--- src/rtl/reg_dump_reader_pkg.sv ---
// rtl/reg_dump_reader_pkg.sv - shared widths and FSM state encoding for the register dump reader
package reg_dump_reader_pkg;

    localparam int DUMP_DATA_W = 32;
    localparam int DUMP_ADDR_W = 5;

    typedef enum logic [2:0] {
        ST_IDLE = 3'd0,
        ST_SET  = 3'd1,
        ST_CAPT = 3'd2,
        ST_SEND = 3'd3,
        ST_FIN  = 3'd4
    } dump_state_e;

endpackage

--- src/rtl/reg_dump_ctr.sv ---
// rtl/reg_dump_ctr.sv - register index counter with load, saturating increment and last flag
module reg_dump_ctr #(
    parameter int ADDR_W = 5
) (
    input  logic              clk,
    input  logic              rst,
    input  logic              clr_i,
    input  logic              load_i,
    input  logic [ADDR_W-1:0] load_val_i,
    input  logic              inc_i,
    output logic [ADDR_W-1:0] idx_o,
    output logic              is_last_o
);

    logic [ADDR_W-1:0] idx_q;
    logic [ADDR_W-1:0] idx_d;

    assign idx_o     = idx_q;
    assign is_last_o = (idx_q == {ADDR_W{1'b1}});

    // Next index: clear wins over load, increment never wraps past the last address
    always_comb begin
        idx_d = idx_q;
        if (clr_i) begin
            idx_d = '0;
        end else if (load_i) begin
            idx_d = load_val_i;
        end else if (inc_i && !is_last_o) begin
            idx_d = idx_q + ADDR_W'(1);
        end
    end

    // Index register
    always_ff @(posedge clk or posedge rst) begin
        if (rst) begin
            idx_q <= '0;
        end else begin
            idx_q <= idx_d;
        end
    end

endmodule

--- src/rtl/reg_dump_reader.sv ---
// rtl/reg_dump_reader.sv - walks the register file through a spare read port and streams (addr,data) words
module reg_dump_reader
    import reg_dump_reader_pkg::*;
#(
    parameter int DATA_W    = DUMP_DATA_W,
    parameter int ADDR_W    = DUMP_ADDR_W,
    parameter int SKIP_ZERO = 0
) (
    input  logic              clk,
    input  logic              rst,
    input  logic              start,
    input  logic              abort,
    output logic [ADDR_W-1:0] rd_addr,
    input  logic [DATA_W-1:0] rd_data,
    output logic              out_valid,
    input  logic              out_ready,
    output logic [ADDR_W-1:0] out_addr,
    output logic [DATA_W-1:0] out_data,
    output logic              busy,
    output logic              done
);

    // r0 is hard-wired zero on some cores, so the walk can begin at 1
    localparam logic [ADDR_W-1:0] START_IDX = (SKIP_ZERO != 0) ? ADDR_W'(1) : '0;

    dump_state_e       state_q, state_d;
    logic [ADDR_W-1:0] rd_addr_q, rd_addr_d;
    logic              out_valid_q, out_valid_d;
    logic [ADDR_W-1:0] out_addr_q, out_addr_d;
    logic [DATA_W-1:0] out_data_q, out_data_d;
    logic              busy_q, busy_d;
    logic              done_q, done_d;

    logic              ctr_clr, ctr_load, ctr_inc;
    logic [ADDR_W-1:0] idx;
    logic              idx_is_last;
    logic              handshake;

    assign handshake = out_valid_q && out_ready;

    reg_dump_ctr #(
        .ADDR_W (ADDR_W)
    ) u_ctr (
        .clk        (clk),
        .rst        (rst),
        .clr_i      (ctr_clr),
        .load_i     (ctr_load),
        .load_val_i (START_IDX),
        .inc_i      (ctr_inc),
        .idx_o      (idx),
        .is_last_o  (idx_is_last)
    );

    // Sequencing: abort overrides everything; rd_addr is updated together with idx so
    // the combinational read has the whole SET cycle to settle before CAPT samples it
    always_comb begin
        state_d     = state_q;
        rd_addr_d   = rd_addr_q;
        out_valid_d = out_valid_q;
        out_addr_d  = out_addr_q;
        out_data_d  = out_data_q;
        busy_d      = busy_q;
        done_d      = 1'b0;
        ctr_clr     = 1'b0;
        ctr_load    = 1'b0;
        ctr_inc     = 1'b0;
        if (abort) begin
            state_d     = ST_IDLE;
            out_valid_d = 1'b0;
            busy_d      = 1'b0;
            rd_addr_d   = '0;
            ctr_clr     = 1'b1;
        end else begin
            case (state_q)
                ST_IDLE: begin
                    if (start) begin
                        ctr_load  = 1'b1;
                        rd_addr_d = START_IDX;
                        busy_d    = 1'b1;
                        state_d   = ST_SET;
                    end
                end
                ST_SET: begin
                    state_d = ST_CAPT;
                end
                ST_CAPT: begin
                    out_data_d  = rd_data;
                    out_addr_d  = idx;
                    out_valid_d = 1'b1;
                    state_d     = ST_SEND;
                end
                ST_SEND: begin
                    if (handshake) begin
                        out_valid_d = 1'b0;
                        if (idx_is_last) begin
                            done_d  = 1'b1;
                            state_d = ST_FIN;
                        end else begin
                            ctr_inc   = 1'b1;
                            rd_addr_d = idx + ADDR_W'(1);
                            state_d   = ST_SET;
                        end
                    end
                end
                ST_FIN: begin
                    busy_d  = 1'b0;
                    state_d = ST_IDLE;
                end
                default: begin
                    state_d = ST_IDLE;
                end
            endcase
        end
    end

    // State and output registers
    always_ff @(posedge clk or posedge rst) begin
        if (rst) begin
            state_q     <= ST_IDLE;
            rd_addr_q   <= '0;
            out_valid_q <= 1'b0;
            out_addr_q  <= '0;
            out_data_q  <= '0;
            busy_q      <= 1'b0;
            done_q      <= 1'b0;
        end else begin
            state_q     <= state_d;
            rd_addr_q   <= rd_addr_d;
            out_valid_q <= out_valid_d;
            out_addr_q  <= out_addr_d;
            out_data_q  <= out_data_d;
            busy_q      <= busy_d;
            done_q      <= done_d;
        end
    end

    assign rd_addr   = rd_addr_q;
    assign out_valid = out_valid_q;
    assign out_addr  = out_addr_q;
    assign out_data  = out_data_q;
    assign busy      = busy_q;
    assign done      = done_q;

endmodule

--- config.mk ---
export PLATFORM = sky130hd
export DESIGN_NAME = reg_dump_reader
export DESIGN_NICKNAME = d
export VERILOG_FILES = /design/src/rtl/reg_dump_reader_pkg.sv /design/src/rtl/reg_dump_ctr.sv /design/src/rtl/reg_dump_reader.sv
export SDC_FILE = /design/constraint.sdc
export NUM_CORES = 1
export LEC_CHECK = 0
export ABC_AREA = 0
export BUFFER_PORTS_ARGS = -buffer_cell sky130_fd_sc_hd__buf_2
export CORE_ASPECT_RATIO = 0.8
export CORE_UTILIZATION = 54
export CTS_BUF_LIST = sky130_fd_sc_hd__clkbuf_4 sky130_fd_sc_hd__clkbuf_8
export DETAILED_ROUTE_END_ITERATION = 8
export PLACE_DENSITY = 0.87
export SLEW_MARGIN = 30
export SYNTH_ARGS = -nofsm -noshare
export SYNTH_HDL_FRONTEND = slang
export SYNTH_SLANG_ARGS = --single-unit
--- constraint.sdc ---
create_clock -name clk -period 3.05 [get_ports clk]
set_clock_uncertainty 0.1 [all_clocks]
set_input_delay 0.1525 -clock clk [delete_from_list [all_inputs] [get_ports clk]]
set_output_delay 0.1525 -clock clk [all_outputs]
set_load 0.005 [all_outputs]
==> flow_metrics.py <==
metrics = {
    "status": {
        "status": "complete, no violations",
    },
    "worst_setup_path": {
        "cp.arrival_ns": 2.33,
        "slowest_delay_ns": 0.46,
        "r2r_cells": 5,
        "timing.rr.start": "u_ctr.idx_o[0]$_DFFE_PP0P_",
        "critPathLaunch": "u_ctr.idx_o[0]$_DFFE_PP0P_",
        "critPathSlowestCell": "o31ai_4",
        "reg2reg_slack_ns": 0.81,
        "critPathMostFrequentCell": "ha_1",
        "worstPathRequired_ns": 3.13,
        "end_kind": "flop",
        "path_class": "reg -> reg",
        "worst-path-buf-inv": 0,
        "path_max_fanout": 8,
        "start_kind": "flop",
        "cp.depth": 5,
        "r2r-end": "rd_addr[3]$_DFFE_PP0P_",
        "cp_top_family": "adder cells",
        "crit_path_end": "rd_addr[3]$_DFFE_PP0P_",
        "crit_chain": "ha_1 > and3_1 > ha_1 > o31ai_4 > mux2_2",
    },
    "die": {
        "initial_core_util_pct": 56.9,
        "dieArea_um2": 4290,
        "num_rows": 20,
        "fp.dieH_um": 58.8,
        "die_w_um": 73.0,
        "core_area_um2": 3830,
        "pin_count": 82,
    },
    "clocking": {
        "h-tree-depth": 2,
        "tritoncts": "done",
        "cts_made_buffers": 5,
        "path_clk_slew_ns": 0.09,
        "cts-root-buf": "clkbuf_8",
        "worstSkewPairLatency_ns": 0.29,
        "numClockSinks": 53,
        "cts-resized-gates": 0,
        "postCtsSetupBuffers": 0,
        "clk_path_buf_depth": 2,
        "cts_hold_buf": 32,
    },
    "min_path": {
        "holdPathStages": 2,
        "worstHoldPathType": "in -> reg",
    },
    "logic_synthesis": {
        "ys_ff_latch": 53,
        "synth_seq_area_share_pct": 60.9,
        "synthArstFlopShare_pct": 100,
        "netlist_instances": 153,
        "syn_nets": 192,
        "synth_ff_type": "dfrtp_1",
        "synth-edff-count": 0,
        "yosysUniqueCellTypes": 31,
        "syn_avg_cell_area_um2": 14.2,
        "ys_warn_count": 0,
        "syn_area_um2": 2180,
    },
    "global_routing": {
        "grt_max_degree": 54,
        "antenna_found_initial": 0,
        "grt_overflow_total": 0,
        "grt_usage_pct": 22.5,
        "grt_pass1_vias": 1588,
        "grt_pass1_wl_um": 7140,
    },
    "pwr": {
        "power_frac_seq_pct": 51.4,
        "intPower_uw": 1380,
        "p_total_uw": 1840,
        "ir_drop_uv": 445,
        "p_leak_uw": 0.00149,
        "switchingPower_uw": 457,
        "p_sw_share_pct": 24.9,
        "p_comb_share_pct": 24.6,
        "pwr-share-clk_pct": 24.0,
        "power_density_nw_per_um2": 603,
    },
    "timing": {
        "period_needed_ns": 2.24,
        "tightest_slew_ns": 0.610,
        "relSlewSlack_pct": 59.3,
        "fmax_ghz": 0.446,
        "hold_violations": 0,
        "min_period_over_period_pct": 73.5,
        "tns_ns": 0,
        "finalSetupViolations": 0,
        "drv_slew": 0,
        "rsz0062_at_grt": "false",
    },
    "final_layout": {
        "stdcell_count": 324,
        "area_delta_synth_final_pct": 39.7,
        "fin_nets": 308,
        "antenna_cells": 0,
        "drive_above_1_share_pct": 49.4,
    },
    "place": {
        "place_congestion": 0.759,
        "port_buffers": 81,
        "hpwl_um": 2720,
        "dpl.cell_count": 285,
    },
    "route": {
        "drtIter0Drc": 60,
        "drt_pass1_iterations": 4,
        "vias_per_cell": 4.95,
        "ant_nets": 0,
        "wl_um": 4520,
        "avgRoutedWirePerCell_um": 14.0,
        "vias": 1604,
        "drc": 0,
    },
    "run": {
        "drv_cap": 0,
    },
}
==> metal layers <==
metal / vias up / global-route usage, % / part of all wire, %
met4: 0 / 6.16 / 0.77
li1: 766 / - / -
met3: 4 / 5.65 / 5.7
met2: 58 / 41.4 / 53
met5: - / 0 / 0
met1: 776 / 26.3 / 41
==> how the worst min path moves through the flow <==
stage                startpoint                        to  slack, ns
floorplan            rd_data[1]   out_data[1]$_DFFE_PP0P_       0.19
global placement     rd_data[2]   out_data[2]$_DFFE_PP0P_       0.27
detailed placement          rst   out_data[8]$_DFFE_PP0P_       0.18
CTS                 rd_data[28]  out_data[28]$_DFFE_PP0P_      0.003
global route        rd_data[28]  out_data[28]$_DFFE_PP0P_     0.0008
finish              rd_data[28]  out_data[28]$_DFFE_PP0P_      0.006
==> stage by stage <==
step                setup slack, ns  hold slack (ns)  area [µm²]  util [%]
finish                        0.808          0.00637        3040      79.5
CTS                           0.823          0.00328        3040      79.5
floorplan                      1.01            0.187        2180         -
global route                  0.725         0.000839        3040      79.5
detailed placement            0.851            0.182        2620      68.4
global placement              0.914            0.269        2620      68.3
==> final cells by class <==
cell class | instances | area, µm²
well taps | 55 | 68.8
fillers | 222 | 786
clock inverters | 2 | 35.0
clock buffers | 5 | 68.8
multi-input cells | 90 | 790
inverters | 5 | 21.3
repair buffers | 114 | 733
flip-flops and latches | 53 | 1330
==> synthesized netlist by cell type, types with 2 or more instances <==
cell type	count	area share, %
a21oi_1	7	1.6
and3_1	3	0.86
buf_2	2	0.46
buf_6	3	1.6
dfrtp_1	53	61
ha_1	2	1.1
inv_1	5	0.86
mux2_1	2	1.0
mux2_2	38	20
mux2i_1	2	0.92
nand2_1	7	1.2
nand2b_1	2	0.57
nand3_1	2	0.46
nor2_1	8	1.4
==> cells in the final DEF (no fill, tap or decap), types with 2 or more instances in the layout <==
| cell | count |
|---|---|
| inv_1 | 4 |
| buf_2 | 81 |
| mux2i_1 | 2 |
| clkbuf_8 | 5 |
| nand3_1 | 2 |
| dfrtp_1 | 53 |
| mux2_1 | 2 |
| nand2b_1 | 2 |
| nor2_1 | 8 |
| ha_1 | 2 |
| mux2_2 | 38 |
| dlygate4sd3_1 | 32 |
| and3_1 | 3 |
| nand2_1 | 7 |
| a21oi_1 | 7 |
==> cells by family (layout without fill, tap and decap cells) <==
logic type	count (synthesis)	in the layout	share of synthesized area, %
XOR/XNOR	2	2	0.804
flip-flops	53	53	60.9
AO/OA/AOI/OAI	14	14	4.77
multiplexers	42	42	21.6
buffers and inverters	10	126	2.87
AND/OR/NAND/NOR	30	30	7.93
adder cells (fa/ha/maj)	2	2	1.15
==> worst register-to-register path: stages, from the launching register on <==
cell     delay [ns]
dfrtp_1        0.44
ha_1           0.28
and3_1         0.21
ha_1           0.26
o31ai_4        0.46
mux2_2         0.39
==> sequential cells by signal (all words and copies together) (netlist names) <==
signal / count
busy: 1
done: 1
rd_addr: 5
out_addr: 5
state_q: 3
out_data: 32
out_valid: 1
u_ctr.idx_o: 5
==> power by group through the flow <==
stage               sequential [µW]  clock, µW  combinational (µW)
floorplan                       969          0                 196
global placement                944          0                 406
global route                    968        476                 496
CTS                             942        456                 449
finish                          944        440                 452
detailed placement              955          0                 418
(Power assumes the default switching activity.)
